**src/rtl/instr_fetch.sv**
```systemverilog
`default_nettype none
// ============================================================================
//  Module      : instr_fetch
//  Description : Instruction fetch stage sitting directly after the program
//                counter. Issues one instruction-memory read at a time over a
//                req/ack handshake, steps the PC on each completed read and
//                buffers fetched words in a small queue toward the decoder
//                (valid/ready). A jump redirect from execute reloads the PC,
//                flushes the queue and discards any read still in flight.
//  Revision    : 1.0 - initial release
// ----------------------------------------------------------------------------
//  Ports
//   clk_i            rising-edge clock
//   reset_i          asynchronous active-high reset (shared with the PC)
//   pc_addr_i        current program counter value
//   pc_in_o          PC load value (= redirect_addr_i)
//   pc_load_o        PC load strobe
//   pc_inc_o         PC increment strobe
//   mem_req_o        memory read request (registered)
//   mem_addr_o       memory read address (registered, stable while requesting)
//   mem_ack_i        one-cycle pulse: mem_rdata_i valid, request complete
//   mem_rdata_i      memory read data
//   instr_o          queue head instruction
//   instr_pc_o       address of the queue head instruction
//   instr_valid_o    queue non-empty
//   instr_ready_i    decoder accepts the head this cycle
//   redirect_i       jump taken: flush and restart at redirect_addr_i
//   redirect_addr_i  jump target
// ============================================================================
module instr_fetch #(
   parameter int WIDTH = 16,
   parameter int DEPTH = 2
) (
   input  logic             clk_i,
   input  logic             reset_i,
   input  logic [WIDTH-1:0] pc_addr_i,
   output logic [WIDTH-1:0] pc_in_o,
   output logic             pc_load_o,
   output logic             pc_inc_o,
   output logic             mem_req_o,
   output logic [WIDTH-1:0] mem_addr_o,
   input  logic             mem_ack_i,
   input  logic [WIDTH-1:0] mem_rdata_i,
   output logic [WIDTH-1:0] instr_o,
   output logic [WIDTH-1:0] instr_pc_o,
   output logic             instr_valid_o,
   input  logic             instr_ready_i,
   input  logic             redirect_i,
   input  logic [WIDTH-1:0] redirect_addr_i
);

   localparam int PTR_W = $clog2(DEPTH);
   localparam int CNT_W = PTR_W + 1;
   localparam logic [CNT_W-1:0] FULL_CNT = CNT_W'(DEPTH);

   typedef enum logic [1:0] {
      ST_IDLE = 2'd0,
      ST_REQ  = 2'd1,
      ST_DROP = 2'd2
   } state_t;

   state_t              state_q;
   logic                mem_req_q;
   logic [WIDTH-1:0]    mem_addr_q;

   logic [WIDTH-1:0]    data_q [DEPTH];
   logic [WIDTH-1:0]    addr_q [DEPTH];
   logic [PTR_W-1:0]    wr_ptr_q, wr_ptr_d;
   logic [PTR_W-1:0]    rd_ptr_q, rd_ptr_d;
   logic [CNT_W-1:0]    count_q,  count_d;

   logic                push_w;
   logic                pop_w;

   // A completed read is kept only if it belongs to the live request stream;
   // an ack landing together with a redirect is thrown away.
   assign push_w = (state_q == ST_REQ) && mem_ack_i && !redirect_i;
   assign pop_w  = (count_q != '0) && instr_ready_i;

   // PC controls; suppressed while reset is held so the PC only sees reset.
   assign pc_in_o   = redirect_addr_i;
   assign pc_load_o = redirect_i && !reset_i;
   assign pc_inc_o  = push_w && !reset_i;

   assign mem_req_o     = mem_req_q;
   assign mem_addr_o    = mem_addr_q;
   assign instr_valid_o = (count_q != '0);
   assign instr_o       = data_q[rd_ptr_q];
   assign instr_pc_o    = addr_q[rd_ptr_q];

   // Queue bookkeeping; a redirect flush wins over any same-cycle push/pop.
   always_comb begin
      wr_ptr_d = wr_ptr_q;
      rd_ptr_d = rd_ptr_q;
      count_d  = count_q;
      if (redirect_i) begin
         wr_ptr_d = '0;
         rd_ptr_d = '0;
         count_d  = '0;
      end else begin
         if (push_w) begin
            wr_ptr_d = wr_ptr_q + PTR_W'(1);
         end
         if (pop_w) begin
            rd_ptr_d = rd_ptr_q + PTR_W'(1);
         end
         count_d = count_q + CNT_W'(push_w) - CNT_W'(pop_w);
      end
   end

   always_ff @(posedge clk_i or posedge reset_i) begin
      if (reset_i) begin
         wr_ptr_q <= '0;
         rd_ptr_q <= '0;
         count_q  <= '0;
         for (int i = 0; i < DEPTH; i++) begin
            data_q[i] <= '0;
            addr_q[i] <= '0;
         end
      end else begin
         wr_ptr_q <= wr_ptr_d;
         rd_ptr_q <= rd_ptr_d;
         count_q  <= count_d;
         if (push_w) begin
            data_q[wr_ptr_q] <= mem_rdata_i;
            addr_q[wr_ptr_q] <= mem_addr_q;
         end
      end
   end

   // Fetch FSM. Issuing only from IDLE with a free slot guarantees the queue
   // can never overflow, since at most one read is ever outstanding.
   always_ff @(posedge clk_i or posedge reset_i) begin
      if (reset_i) begin
         state_q    <= ST_IDLE;
         mem_req_q  <= 1'b0;
         mem_addr_q <= '0;
      end else begin
         case (state_q)
            ST_IDLE: begin
               if (!redirect_i && (count_q < FULL_CNT)) begin
                  state_q    <= ST_REQ;
                  mem_req_q  <= 1'b1;
                  mem_addr_q <= pc_addr_i;
               end
            end
            ST_REQ: begin
               if (mem_ack_i) begin
                  mem_req_q <= 1'b0;
                  state_q   <= ST_IDLE;
               end else if (redirect_i) begin
                  // Request cannot be withdrawn; wait for it and discard.
                  state_q <= ST_DROP;
               end
            end
            ST_DROP: begin
               if (mem_ack_i) begin
                  mem_req_q <= 1'b0;
                  state_q   <= ST_IDLE;
               end
            end
            default: begin
               state_q   <= ST_IDLE;
               mem_req_q <= 1'b0;
            end
         endcase
      end
   end

endmodule
`default_nettype wire
```
**config.mk**
```make
export PLATFORM = sky130hd
export DESIGN_NAME = instr_fetch
export DESIGN_NICKNAME = d
export VERILOG_FILES = /design/src/rtl/instr_fetch.sv
export SDC_FILE = /design/constraint.sdc
export NUM_CORES = 1
export LEC_CHECK = 0
export CELL_PAD_IN_SITES_DETAIL_PLACEMENT = 0
export CELL_PAD_IN_SITES_GLOBAL_PLACEMENT = 1
export CORE_AREA = 2 2 108 110
export DETAILED_ROUTE_END_ITERATION = 8
export DIE_AREA = 0 0 110 112
export PLACE_DENSITY = 0.75
export SETUP_SLACK_MARGIN = 0.1
export SYNTH_ARGS = -nofsm -noshare
export SYNTH_HDL_FRONTEND = slang
export SYNTH_SLANG_ARGS = --single-unit
```
**constraint.sdc**
```tcl
create_clock -name clk_i -period 3.6 [get_ports clk_i]
set_clock_uncertainty 0.15 [all_clocks]
set_input_delay 0.36 -clock clk_i [delete_from_list [all_inputs] [get_ports clk_i]]
set_output_delay 0.36 -clock clk_i [all_outputs]
set_load 0.03 [all_outputs]
```
==> metrics.md <==
| Metric | Value |
|---|---|
| Placed cell count | around 480 |
| Row cnt | 39 |
| Syn_area_per_cell | 15.20 um2 |
| Count leader, synth | dfrtp_1 |
| Yosys reg bits | 87 |
| Vias in the first global route | 2559 |
| Initial Util | 0.3687 |
| Setup TNS | 0 ns |
| Final setup violating endpoints | 0 |
| Crit path required time | ~3 ns |
| CP arrival | 2.18 ns |
| Worst Tran Pin Value | 0.7693 ns |
| Top FF cell, synth | dfrtp_1 |
| TritonCTS clock tree | built |
| Pre-Repair DR Iteration Count | 4 |
| Initial drt markers | 57 |
| Chip height | 112 um |
| Yosys warning count | 0 |
| Layout cells sized above 1 | 0.3892 |
| Largest net degree at the start of global routing | 46 |
| DRC Markers | 0 |
| # hold bufs at CTS | 0 |
| Slowest cell delay on critical path | 0.70 ns |
| RD Place Congestion | between 0.6 and 0.7 |
| CTS root buf | clkbuf_16 |
| Period utilisation layout | 0.7470 |
| Synth top cells by count | 87 x dfrtp_1, 81 x mux2_2, 30 x mux2_4 |
| Total GRT Usage | 0.1387 |
| Register-to-Register Path Depth | 6 |
| First-pass GRT wire length | about 13 mm |
| CP endpoint kind | output pin |
| Number of synthesized flops with an enable pin | 0 |
| CP Max Fanout | 5 |
| Synth area leader | dfrtp_1 |
| Hold depth | 1 |
| Sequential fraction of the synthesis area | 0.5284 |
| Hold Path Class | reg2reg |
| Initial antenna violation count | 0 |
| Worst-path clk slew | 0.06 ns |
| Setup CP Type | reg2out |
| RSZ-0062 raised after global routing | no |
| Fin area | 5299 um2 |
| WL/cell | about 16 um |
| CP max stage cell | clkdlybuf4s50_1 |
| Antenna diode count | 0 |
| Via count | around 2300 |
| Total CTS buffers | 9 |
| Max VDD drop | 0.4349 mV |
| Drt total wl | between 7 and 8 mm |
| Pre-CTS WS | 0.8359 ns |
| Final hold vios | 0 |
| Outcome | complete, no violations |
| Clock buffer depth | 2 |
| Synth top area share | 0.5284 |
| Core Region | 11170 um2 |
| Critical path launch point type | register |
| Lkg Pwr | 2.366 nW |
| Synth Net Count | 330 |
| Final Slew Violations | 0 |
| Post-route insts no fill | 495 |
| Final HPWL DP | ~5.4 mm |
| Layout area overhead | 28.61% |
| H-tree levels | 3 |
| Cells after Synth | 271 |
| MaxCap Viol Count | 0 |
| Resized Gates After CTS | 0 |
| Slew HR | 0.4866 |
| Synth area leaders | dfrtp_1 53%, mux2_2 22%, mux2_4 11% |
| Final nets | 406 |
| Synth async-reset ratio | 1.000 |
| Unique masters post-synth | 30 |
| Max Clk Rate | 371.9 MHz |
| Die area | 12320 um2 |
| # Post-CTS Setup Buffers | 0 |
| Final min period | 2.689 ns |
| Vias per cell | roughly 4.7 |
| ANT nets after route | 0 |
| Clock Latency Late Sink | 0.33 ns |
| Placed cell areas | 5006 um2 |
| Global route total overflow | 0 |
| Hold slack | 0.3484 ns |
| Cells along the critical path | inv_1, ha_1, nand3b_4, nor2_1, clkdlybuf4s50_1 |
| Pwr per Cell Area | 994.5 nW/um2 |
| IO buf count | 88 |
| CTS sink count | 87 |
| Netlist Area Pre-Place | about 4000 um2 |
| Die X-Extent | approximately 110 um |
| Ports | 121 |
| Post-route worst setup slack | 0.9109 ns |
==> routing by layer <==
metal / share of wire / routed length (um) / global-route usage / vias up
met3: 0.063 / 496 / 0.04450 / 12
li1: - / - / - / 1086
met4: 0.016 / 127 / 0.05316 / 0
met5: 0 / 0 / 0 / -
met1: 0.47 / 3701 / 0.1974 / 1178
met2: 0.45 / 3512 / 0.1955 / 70
==> placed cells by master (no fill, tap or decap), types with 2 or more instances in the layout <==
cell,instances
clkdlybuf4s50_1,88
dfrtp_1,87
mux2_2,81
mux2_4,30
clkbuf_16,9
nor2_1,7
ha_1,6
buf_4,5
inv_1,4
nor2b_1,3
clkbuf_1,3
or2_2,2
xor2_1,2
xnor2_1,2
clkinv_2,2
o21ai_0,2
nand2_1,2
==> state kept, by name, indices dropped and copies added (netlist names) <==
register and count:
mem_req_o 1, count_q 2, mem_addr_o 16, addr_q 32, wr_ptr_q 1, rd_ptr_q 1
state_q 2, data_q 32
==> final timing paths <==
| check | start | to | slack, ns |
|---|---|---|---|
| min in group asynchronous | reset_i | state_q[0] | 0.40 |
| setup reg to reg | state_q[1] | addr_q[23] | 1.18 |
| max in group asynchronous | reset_i | data_q[28] | 2.21 |
| hold / removal | data_q[31] | data_q[31] | 0.35 |
| setup / recovery | state_q[1] | pc_inc_o | 0.91 |
| hold reg to reg | data_q[31] | data_q[31] | 0.35 |
==> cell type report <==
cell class | count | area [um2]
clock buffer | 13 | 250.2
clock inverter | 3 | 42.54
fill | 1001 | 5876
inverter | 5 | 20.02
multi-input combinational | 150 | 1692
sequential | 87 | 2177
tap | 143 | 178.9
timing repair buffer | 94 | 938.4
==> power by group <==
group,switching [W],leakage [nW],internal (W)
logic,0.00127,1.15,0.00137
clock network,0.000354,0.140,0.000556
registers,0.000286,1.08,0.00144
==> metrics by stage <==
step	total power (W)	utilization
after CTS	0.005353	0.4742
after floorplan	0.003498	-
final	0.005270	0.4742
after global placement	0.004355	0.4480
after detailed placement	0.004407	0.4480
after global routing	0.005597	0.4742
==> logic make-up after synthesis <==
family	synth area share
and+or+nand+nor	0.03644
muxes	0.3334
DFF	0.5284
AOI/OAI and AO/OA	0.01397
adders and majority gates	0.01822
buffers and inverters	0.06104
xor gates and xnor gates	0.008504
==> critical path: cells and delay by family, from the launching register on <==
family | cells | cell delay [ns]
buffers and inverters | 2 | 0.81
DFF | 1 | 0.40
adders and majority gates | 1 | 0.35
and+or+nand+nor | 2 | 0.29
Power figures use the tool's default switching activity.
